$ cat src/rtl/cache_fill_if.sv
// Signal bundle between the cache, main memory and the cache fill FSM.
// The slave modport is the FSM; the master modport is the cache/memory side.
interface cache_fill_if #(
  parameter int ADDR_WIDTH  = 16,
  parameter int BLOCK_WORDS = 8
);
  localparam int OW = $clog2(BLOCK_WORDS);

  // Handshake: no back-pressure anywhere. mem_en is a request that memory accepts in
  // the cycle it is high. memory_data_valid qualifies memory_data, and words return
  // in request order. write_data_array and write_tag_array are single-cycle write strobes.
  logic                  miss_detected;
  logic [ADDR_WIDTH-1:0] miss_address;
  logic                  fsm_busy;
  logic                  mem_en;
  logic [ADDR_WIDTH-1:0] memory_address;
  logic [15:0]           memory_data;
  logic                  memory_data_valid;
  logic                  write_data_array;
  logic [OW-1:0]         word_offset;
  logic [15:0]           fill_data;
  logic                  write_tag_array;
  logic                  state_dbg;

  modport master (
    output miss_detected, miss_address, memory_data, memory_data_valid,
    input  fsm_busy, mem_en, memory_address, write_data_array, word_offset,
           fill_data, write_tag_array, state_dbg
  );

  modport slave (
    input  miss_detected, miss_address, memory_data, memory_data_valid,
    output fsm_busy, mem_en, memory_address, write_data_array, word_offset,
           fill_data, write_tag_array, state_dbg
  );
endinterface

$ cat src/rtl/cache_fill_fsm.sv
// Cache miss fill engine. It issues one word read per cycle for the aligned block,
// writes the returned words into the data array in order, then writes the tag once.
module cache_fill_fsm #(
  parameter int ADDR_WIDTH  = 16,
  parameter int BLOCK_WORDS = 8
) (
  input logic         clk,
  input logic         rst,
  cache_fill_if.slave bus
);
  localparam int OW = $clog2(BLOCK_WORDS);
  localparam int CW = OW + 1;
  localparam logic [CW-1:0]         FULL     = CW'(BLOCK_WORDS);
  localparam logic [CW-1:0]         LAST     = CW'(BLOCK_WORDS - 1);
  localparam logic [ADDR_WIDTH-1:0] OFF_MASK = ADDR_WIDTH'(2 * BLOCK_WORDS - 1);

  typedef enum logic {IDLE = 1'b0, FILL = 1'b1} state_t;

  state_t                state_q, state_d;
  logic [ADDR_WIDTH-1:0] base_q, base_d;
  logic [CW-1:0]         issue_cnt_q, issue_cnt_d;
  logic [CW-1:0]         recv_cnt_q, recv_cnt_d;

  assign bus.state_dbg = state_q;
  assign bus.fill_data = bus.memory_data;

  always_comb begin
    state_d              = state_q;
    base_d               = base_q;
    issue_cnt_d          = issue_cnt_q;
    recv_cnt_d           = recv_cnt_q;
    bus.fsm_busy         = 1'b0;
    bus.mem_en           = 1'b0;
    bus.memory_address   = '0;
    bus.write_data_array = 1'b0;
    bus.word_offset      = '0;
    bus.write_tag_array  = 1'b0;

    case (state_q)
      IDLE: begin
        bus.fsm_busy = bus.miss_detected;
        if (bus.miss_detected) begin
          base_d      = bus.miss_address & ~OFF_MASK;
          issue_cnt_d = '0;
          recv_cnt_d  = '0;
          state_d     = FILL;
        end
      end
      FILL: begin
        bus.fsm_busy    = 1'b1;
        bus.mem_en      = (issue_cnt_q < FULL);
        bus.word_offset = recv_cnt_q[OW-1:0];
        // Base offset bits are zero, so OR-ing the word offset never carries into the tag.
        if (bus.mem_en) begin
          bus.memory_address = base_q | ADDR_WIDTH'({issue_cnt_q[OW-1:0], 1'b0});
          issue_cnt_d        = issue_cnt_q + 1'b1;
        end
        if (bus.memory_data_valid) begin
          bus.write_data_array = 1'b1;
          recv_cnt_d           = recv_cnt_q + 1'b1;
          if (recv_cnt_q == LAST) begin
            bus.write_tag_array = 1'b1;
            state_d             = IDLE;
          end
        end
      end
      default: state_d = IDLE;
    endcase
  end

  always_ff @(posedge clk) begin
    if (rst) begin
      state_q     <= IDLE;
      base_q      <= '0;
      issue_cnt_q <= '0;
      recv_cnt_q  <= '0;
    end else begin
      state_q     <= state_d;
      base_q      <= base_d;
      issue_cnt_q <= issue_cnt_d;
      recv_cnt_q  <= recv_cnt_d;
    end
  end
endmodule

$ cat src/flat_wrapper.sv
// flat-port wrapper written by rule: the top's interface ports become plain ports
module cache_fill_fsm_flat 
#(
  parameter int ADDR_WIDTH  = 16,
  parameter int BLOCK_WORDS = 8
)
  (clk, rst, bus_miss_detected, bus_miss_address, bus_memory_data, bus_memory_data_valid, bus_fsm_busy, bus_mem_en, bus_memory_address, bus_write_data_array, bus_word_offset, bus_fill_data, bus_write_tag_array, bus_state_dbg);
  cache_fill_if #(.ADDR_WIDTH(ADDR_WIDTH), .BLOCK_WORDS(BLOCK_WORDS)) bus_i ();
  input logic clk;
  input logic rst;
  input wire logic [$bits(bus_i.miss_detected)-1:0] bus_miss_detected;
  input wire logic [$bits(bus_i.miss_address)-1:0] bus_miss_address;
  input wire logic [$bits(bus_i.memory_data)-1:0] bus_memory_data;
  input wire logic [$bits(bus_i.memory_data_valid)-1:0] bus_memory_data_valid;
  output wire logic [$bits(bus_i.fsm_busy)-1:0] bus_fsm_busy;
  output wire logic [$bits(bus_i.mem_en)-1:0] bus_mem_en;
  output wire logic [$bits(bus_i.memory_address)-1:0] bus_memory_address;
  output wire logic [$bits(bus_i.write_data_array)-1:0] bus_write_data_array;
  output wire logic [$bits(bus_i.word_offset)-1:0] bus_word_offset;
  output wire logic [$bits(bus_i.fill_data)-1:0] bus_fill_data;
  output wire logic [$bits(bus_i.write_tag_array)-1:0] bus_write_tag_array;
  output wire logic [$bits(bus_i.state_dbg)-1:0] bus_state_dbg;
  assign bus_i.miss_detected = bus_miss_detected;
  assign bus_i.miss_address = bus_miss_address;
  assign bus_i.memory_data = bus_memory_data;
  assign bus_i.memory_data_valid = bus_memory_data_valid;
  assign bus_fsm_busy = bus_i.fsm_busy;
  assign bus_mem_en = bus_i.mem_en;
  assign bus_memory_address = bus_i.memory_address;
  assign bus_write_data_array = bus_i.write_data_array;
  assign bus_word_offset = bus_i.word_offset;
  assign bus_fill_data = bus_i.fill_data;
  assign bus_write_tag_array = bus_i.write_tag_array;
  assign bus_state_dbg = bus_i.state_dbg;
  cache_fill_fsm #(.ADDR_WIDTH(ADDR_WIDTH), .BLOCK_WORDS(BLOCK_WORDS)) u_core (.clk(clk), .rst(rst), .bus(bus_i));
endmodule
$ cat config.mk
export PLATFORM = sky130hd
export DESIGN_NAME = cache_fill_fsm_flat
export DESIGN_NICKNAME = d
export VERILOG_FILES = /design/src/rtl/cache_fill_if.sv /design/src/rtl/cache_fill_fsm.sv /design/src/flat_wrapper.sv
export SDC_FILE = /design/constraint.sdc
export NUM_CORES = 1
export LEC_CHECK = 0
export BUFFER_PORTS_ARGS = -buffer_cell sky130_fd_sc_hd__buf_4
export CAP_MARGIN = 20
export CORE_MARGIN = 2
export CORE_UTILIZATION = 44
export DETAILED_ROUTE_END_ITERATION = 8
export PLACE_DENSITY = 0.84
export SLEW_MARGIN = 20
export SYNTH_ARGS = -nofsm -noshare
export SYNTH_HDL_FRONTEND = slang
export SYNTH_SLANG_ARGS = --single-unit
$ cat constraint.sdc
create_clock -name clk -period 2.7 [get_ports clk]
set_clock_uncertainty 0.1 [all_clocks]
set_input_delay 0.54 -clock clk [delete_from_list [all_inputs] [get_ports clk]]
set_output_delay 0.54 -clock clk [all_outputs]
set_load 0.005 [all_outputs]
==> impl_metrics.ini, run 1 <==
[pwr]
switchingPower_uw = 139
powerDensity_mw_per_mm2 = 438
p_seq_share_pct = 58.6
p_comb_share_pct = 15.7
clkPwrFrac_pct = 25.7
internal-power_uw = 425
power_leakage_nw = 0.590
netSwitchingFraction_pct = 24.7
peakVddDrop_mv = 0.443

[place]
place_ws_ns = 1.02
place_congestion = 0.740
dp_cells = 182
dp_hpwl_mm = 1.59
io_buffers = 38
placed_area_mm2 = 0.00126

[die]
die_w_um = 54.2
die_h_um = 54.2
rows = 18
dieArea_mm2 = 0.00293
initial_core_util_pct = 45.5
core_area_mm2 = 0.00243
io_pins = 76

[timing]
post-route-period-util_pct = 73.8
worst_slack_ns = 0.707
setup_tns_ns = 0
finalMaxSlewViolations = 0
slew-limit-headroom_pct = 58.2
tightest_slew_ns = 0.627
setup_viol = 0
rsz0062_at_grt = no
fmax_mhz = 502
hold_viol_final = 0
post-route-min-period_ns = 1.99

[clocking]
cts_inserted_buffers = 3
cts.sinks = 21
cts_tree = done
htree_levels = 1
clock_latency_ns = 0.29
clk_path_buf_depth = 2
clk_pin_slew_worst_paths_ns = 0.11
cts_setup_buffers = 0
clockRootBuffer = clkbuf_4
cts_hold_buffers = 0
cts_resized = 0

[cells_and_area]
diodes = 0
fill_cells = 223
finish.utilization_pct = 53.0
syn_to_final_growth_pct = 16.4
fin_area_mm2 = 0.00129
fin_nets = 195
drive_gt1_share_pct = 30.1
finalNonFillerCells = 186

[setup_path]
path_class = reg2out
crit_arrival_ns = 1.35
end_kind = output pin
worstSetupStartpointType = register
cp.required_ns = 2.06
rr_startpoint = u_core.bus.state_dbg
crit_fanout = 18
startpoint = u_core.bus.state_dbg

[synthesis]
seq_area_frac_synth_pct = 38.0
yosys_warnings = 0
syn_nets = 175
syn_area_mm2 = 0.00111
synthCells = 137
syn_area_per_cell_um2 = 8.08
ys_types = 27
ys_ff_latch = 21

[global_route]
grtUsageMet2_pct = 22.9
grt_max_degree = 22
grt_util_met3_pct = 4.17
antenna_found_initial = 0
overflow = 0
grt_use_total_pct = 13.4
grt_pass1_wl_mm = 2.93
use_met1_pct = 16.7
grt-busiest-layer = met2
grt_pass1_vias = 680

[detailed_routing]
first_iter_violations = 9
antenna_left = 0
avgViaCountPerCell = 4.89
via_count = 909
drc = 0
dr.pass1.iters = 4
finalWirelength_mm = 2.12
wire_per_inst_um = 11.4

[hold_path]
min_from = u_core.base_q[14]
hp-class = reg2reg

[flow_run]
drv_cap = 0

[run_status]
outcome = completed
[cells by family after synthesis]
kind of cell               count (synthesis)  synth area share [%]
muxes                                      1                  1.36
other                                      1                 0.339
buffers and inverters                     27                  16.8
and+or+nand+nor                           63                  29.7
DFF                                       21                  38.0
AOI/OAI and AO/OA                         21                  10.7
xor gates and xnor gates                   1                 0.791
adders and majority gates                  2                  2.26
[worst max-delay path, stage by stage (launching register included)]
cell and delay, ns:
dfxtp_1 0.34, or2b_1 0.26, inv_2 0.19, and2_1 0.16, buf_4 0.10
[area by class of cell]
class / count / area, um^2 / share of cell area [%]
Sequential cell: 21 / 420 / 32.6
Clock buffer: 4 / 26.3 / 2.04
Multi-Input combinational cell: 89 / 500 / 38.8
Inverter: 3 / 11.3 / 0.874
Timing Repair Buffer: 39 / 293 / 22.7
Tap cell: 30 / 37.5 / 2.91
[metrics by stage]
step | hold slack (ns) | power (mW)
after floorplan | 0.332 | 0.411
after global placement | 0.337 | 0.425
after detailed placement | 0.344 | 0.428
after CTS | 0.360 | 0.574
after global routing | 0.365 | 0.598
final | 0.357 | 0.565
[sequential cells by signal, summed over array words and instances (netlist names)]
register / flops
u_core.issue_cnt_q: 4
u_core.base_q: 12
u_core.bus.state_dbg: 1
u_core.recv_cnt_q: 4
[placed cells by master (no fill, tap or decap), types with 2 or more instances in the layout]
| cell | instances |
|---|---|
| buf_4 | 39 |
| nand2_1 | 26 |
| dfxtp_1 | 21 |
| and2_1 | 18 |
| a21oi_1 | 18 |
| nand3_1 | 5 |
| nand2b_1 | 3 |
| nor3_1 | 3 |
| clkbuf_4 | 3 |
| nor2_1 | 2 |
| inv_1 | 2 |
| ha_1 | 2 |
[layer usage]
metal / up-vias / share of wire, %
met5: - / 0
met1: 410 / 41
li1: 466 / -
met3: 4 / 7.0
met4: 0 / 0.61
met2: 29 / 51
[path summary, 6_finish.rpt]
path	endpoint	slack, ns	depth (start not counted)
hold reg to reg	u_core.base_q[14]	0.36	2
setup / recovery	bus_memory_address[7]	0.71	4
hold / removal	u_core.base_q[14]	0.36	2
setup reg to reg	u_core.recv_cnt_q[3]	1.16	4
[cell usage after synthesis]
master,number,area (um^2)
nand2_1,26,97.6
dfxtp_1,21,420
a21oi_1,18,90.1
and2_1,18,113
buf_4,18,135
nand3_1,5,25.0
nand2b_1,3,18.8
nor3_1,3,15.0
buf_2,2,10.0
buf_6,2,22.5
clkbuf_1,2,7.51
ha_1,2,25.0
inv_1,2,7.51
nor2_1,2,7.51
a211oi_2,1,12.5
a41oi_1,1,8.76
conb_1,1,3.75
inv_2,1,3.75
mux2_4,1,15.0
nand2_4,1,11.3
nand3b_1,1,7.51
nand4_1,1,6.26
nor2b_4,1,13.8
o211ai_1,1,7.51
or2b_1,1,7.51
or3_1,1,6.26
xor2_1,1,8.76
[power by group through the flow]
stage / sequential (mW) / combinational, mW / clock (mW)
4_1_cts: 0.331 / 0.0903 / 0.152
3_5_place_dp: 0.338 / 0.0901 / 0
3_3_place_gp: 0.337 / 0.0879 / 0
2_1_floorplan: 0.337 / 0.0741 / 0
6_report: 0.331 / 0.0887 / 0.145
5_1_grt: 0.333 / 0.0994 / 0.166
Note: power is estimated with default switching activity, not from simulation.
==> run 2, diff against run 1 <==
- CORE_UTILIZATION: 44 -> 37
- PLACE_DENSITY: 0.84 -> 0.76
- clock period: 2.7 -> 1.8 ns (I/O delays scaled with it)
==> run 2 against run 1 <==
Against the previous run: the flow now finishes with violations (DRC); cell area rose by 5.2%; setup slack got worse by 0.68 ns; register-to-register slack got worse by 0.81 ns; non-clock buffer count rose by 3; global-route usage rose by 0.89 points; sequential share of layout area fell by 1.3 points; total power rose by 56%; first-iteration DRC count rose to 3.8 times the previous value; wire length rose by 16%; count of clock-buffer cells in the layout fell by 1; final cell count rose by 2.7%; hold slack got worse by 0.17 ns; critical endpoint is now bus_memory_address[12]; largest cell class unchanged; highest routed layer unchanged.
==> impl_metrics.ini, run 2 (synthesis results as in run 1) <==
[run_status]
outcome = finished with violations
violations = DRC

[cells_and_area]
final_cell_mix = buf_4, nand2_1, a21oi_1, dfxtp_1, and2_1
largest_register_ffs = 12
fin_area_mm2 = 0.00136
largestRegisters = u_core.base_q: 12 flops, u_core.issue_cnt_q: 4 flops, u_core.recv_cnt_q: 4 flops
top_register = u_core.base_q
syn_to_final_growth_pct = 22.5
drive_gt1_share_pct = 37.5
fin_nets = 199
layout_commonest_cell = buf_4
fill_cells = 287
diodes = 0

[timing]
worst_slack_ns = 0.0229
finalMaxSlewViolations = 0
hold_viol_final = 0
rsz0062_at_grt = yes
setup_viol = 0
post-route-period-util_pct = 98.7
fmax_mhz = 563
post-route-min-period_ns = 1.78

[setup_path]
r2r-end = u_core.issue_cnt_q[1]
crit_arrival_ns = 1.32
cp.required_ns = 1.34
reg2reg_slack_ns = 0.35
rr_startpoint = u_core.bus.state_dbg
path_class = reg2out
rr_worst_depth = 5
crit_fanout = 8
end_kind = output pin
worstSetupStartpointType = register

[die]
core_area_mm2 = 0.00281
io_pins = 76
die_w_um = 58.7
dieArea_mm2 = 0.00345
initial_core_util_pct = 39.5
rows = 19
die_h_um = 58.7

[place]
placed_area_mm2 = 0.00127
io_buffers = 38
place_ws_ns = 0.245
dp_hpwl_mm = 1.72
place_congestion = 0.642

[clocking]
cts_inserted_buffers = 3
htree_levels = 1
cts_hold_buffers = 0
cts.sinks = 21
clock_latency_ns = 0.31
cts_tree = done
clockRootBuffer = clkbuf_4
clk_path_buf_depth = 2
clk_pin_slew_worst_paths_ns = 0.12

[pwr]
peakVddDrop_mv = 0.414
powerDensity_mw_per_mm2 = 649
power_uw = 880
power_leakage_nw = 0.618

[detailed_routing]
finalWirelength_mm = 2.45
dr.pass1.iters = 6
avgViaCountPerCell = 4.98
antenna_left = 0
drc = 4
first_iter_violations = 34
via_count = 952
wire_per_inst_um = 12.8

[hold_path]
hp-class = in2reg
worst_hold_path.endpoint = u_core.base_q[10]
hold_depth = 3
min_from = bus_miss_address[10]

[global_route]
grt_max_degree = 22
grt_pass1_vias = 852
antenna_found_initial = 0
grt_use_total_pct = 14.3
grt_pass1_wl_mm = 3.79
overflow = 0

[flow_run]
drv_cap = 0
==> run 2: critical path: stages, from the launching register on <==
cell and delay, ns:
dfxtp_2 0.33, or2b_4 0.23, clkinvlp_4 0.16, and2_1 0.17
buf_4 0.13
==> run 2: layout make-up <==
| type | count | area (um^2) | area share (%) |
|---|---|---|---|
| multi-input cells | 89 | 514 | 37.9 |
| flip-flops and latches | 21 | 424 | 31.3 |
| repair buffers | 42 | 330 | 24.4 |
| well taps | 31 | 38.8 | 2.86 |
| clock buffers | 3 | 22.5 | 1.66 |
| inverters | 3 | 13.8 | 1.01 |
| repair inverters | 1 | 7.51 | 0.554 |
| clock inverters | 1 | 5.00 | 0.369 |
==> run 2: stage by stage <==
stage | setup TNS (ns) | utilization [%] | std cells | hold slack [ns]
floorplan | 0 | - | 137 | 0.332
global placement | 0 | 45.3 | 184 | 0.338
detailed placement | 0 | 45.3 | 184 | 0.342
CTS | 0 | 47.3 | 191 | 0.180
global route | -0.210 | 48.3 | 191 | 0.164
finish | 0 | 48.3 | 191 | 0.183
==> run 2: repair_timing <==
item / 4_1_cts / 5_1_grt
gates resized for setup: 2 / 11
endpoints found under the setup margin: 15 / 15
pin swaps: 0 / 6
gates cloned: 1 / 0
setup buffers: 2 / 0
==> run 2: report_power, final <==
group	total, mW	leakage (nW)	switching, mW	internal (mW)
Combinational	0.153	0.428	0.0746	0.0782
Clock	0.229	0.0177	0.146	0.0829
Sequential	0.498	0.173	0.0122	0.486
Total	0.880	0.618	0.233	0.647
==> run 2: worst max-delay path by stage <==
stage	from	end	slack, ns	cells past startpoint
final	u_core.bus.state_dbg	bus_memory_address[12]	0.02	4
after global routing	u_core.bus.state_dbg	bus_memory_address[12]	-0.05	4
after CTS	u_core.bus.state_dbg	bus_memory_address[11]	0.008	4
after detailed placement	u_core.bus.state_dbg	bus_memory_address[6]	0.25	4
after global placement	u_core.bus.state_dbg	bus_memory_address[4]	0.29	4
after floorplan	u_core.bus.state_dbg	bus_memory_address[10]	0.32	4
==> run 2: routing by layer <==
metal	vias to the layer above	global-route usage (%)	share of wire, %
met2	37	24.4	51
met4	0	6.82	1.6
met3	9	2.86	7.8
met1	431	17.2	40
li1	475	-	-
met5	-	0	0
==> run 3, diff against run 2 <==
- CORE_ASPECT_RATIO: default -> 1.5
==> run 3 against run 2 <==
Against the previous run: the run now ends clean; largest cell class unchanged; global-route usage is 0.67 points lower; wire length down 9.3%; critical path depth did not move.
==> impl_metrics.ini, run 3 (synthesis results as in run 1) <==
[clocking]
clk_pin_slew_worst_paths_ns = 0.07
clk_path_buf_depth = 2
htree_levels = 1
cts.sinks = 21
cts_inserted_buffers = 3
cts_hold_buffers = 0
clock_latency_ns = 0.25
clockRootBuffer = clkbuf_8
cts_tree = done

[global_route]
grt_use_total_pct = 13.6
antenna_found_initial = 0
grt_max_degree = 22
grt_pass1_wl_mm = 3.81
grt_pass1_vias = 904
overflow = 0

[die]
io_pins = 76
rows = 24
die_w_um = 48.7
dieArea_mm2 = 0.00346
die_h_um = 71
core_area_mm2 = 0.00288
initial_core_util_pct = 38.4

[timing]
worst_slack_ns = 0.0870
fmax_mhz = 584
hold_viol_final = 0
timing.hold.ws_ns = 0.251
setup_viol = 0
post-route-period-util_pct = 95.2
post-route-min-period_ns = 1.71
finalMaxSlewViolations = 0

[cells_and_area]
largestRegisters = u_core.base_q: 12 flops, u_core.issue_cnt_q: 4 flops, u_core.recv_cnt_q: 4 flops
finish.utilization_pct = 46.4
fin_area_mm2 = 0.00134
drive_gt1_share_pct = 31.0
top_register = u_core.base_q
fin_nets = 197
syn_to_final_growth_pct = 20.9
fill_cells = 300
diodes = 0
finalNonFillerCells = 197
final_cell_mix = buf_4, nand2_1, dfxtp_1, and2_1, a21oi_1
largest_register_ffs = 12
layout_commonest_cell = buf_4

[place]
placed_area_mm2 = 0.00128
place_congestion = 0.740
place_ws_ns = 0.284
io_buffers = 38
dp_hpwl_mm = 1.64
dp_cells = 192

[pwr]
powerDensity_mw_per_mm2 = 696
power_leakage_nw = 0.606
peakVddDrop_mv = 0.354

[setup_path]
crit_fanout = 18
end_kind = output pin
crit_arrival_ns = 1.25
path_class = reg2out
worstSetupStartpointType = register
cp.required_ns = 1.34

[flow_run]
drv_cap = 0

[detailed_routing]
drc = 0
first_iter_violations = 4
dr.pass1.iters = 4
finalWirelength_mm = 2.23
wire_per_inst_um = 11.3
via_count = 917
antenna_left = 0
avgViaCountPerCell = 4.65

[run_status]
outcome = completed

[hold_path]
hp-class = in2reg
[run 3: final timing paths]
kind                                  to  slack [ns]  cells past startpoint             startpoint
setup / recovery  bus_memory_address[14]        0.09                      4  u_core.issue_cnt_q[3]
hold / removal          u_core.base_q[8]        0.25                      3    bus_miss_address[8]
setup reg to reg    u_core.recv_cnt_q[2]        0.49                      4   u_core.bus.state_dbg
hold reg to reg         u_core.base_q[8]        0.35                      2       u_core.base_q[8]
[run 3: power by group]
part	switching [mW]	internal [mW]
registers	0.0109	0.485
logic	0.0692	0.0710
clock network	0.138	0.157
total	0.218	0.714
[run 3: repair_timing]
item                                    in CTS  in global routing
setup buffers                                0                  1
gates resized for setup                      0                  2
endpoints found under the setup margin       0                 15
[run 3: worst max-delay path, cell delays in order, from the launching register on]
cell	delay [ns]
dfxtp_1	0.36
or2b_1	0.20
clkinv_4	0.13
and2_1	0.18
buf_4	0.13
[run 3: final cells by class]
type	count	area, um^2	share of cell area [%]
flip-flops and latches	21	420	31.4
clock buffers	4	45.0	3.36
multi-input cells	89	500	37.4
well taps	39	48.8	3.64
inverters	3	16.3	1.21
repair buffers	41	308	23.0
[run 3: through the flow]
step           setup TNS [ns]  total power, mW
2_1_floorplan               0            0.616
3_3_place_gp                0            0.640
3_5_place_dp                0            0.646
4_1_cts                     0            0.943
5_1_grt               -0.0607            0.981
6_report                    0            0.932
[run 3: per-layer routing]
metal | up-vias | wire, um | global-route usage [%]
met2 | 36 | 1180 | 25.4
met4 | 0 | 10 | 6.67
li1 | 466 | - | -
met3 | 4 | 183 | 4.22
met1 | 411 | 850 | 13.4
met5 | - | 0 | 0
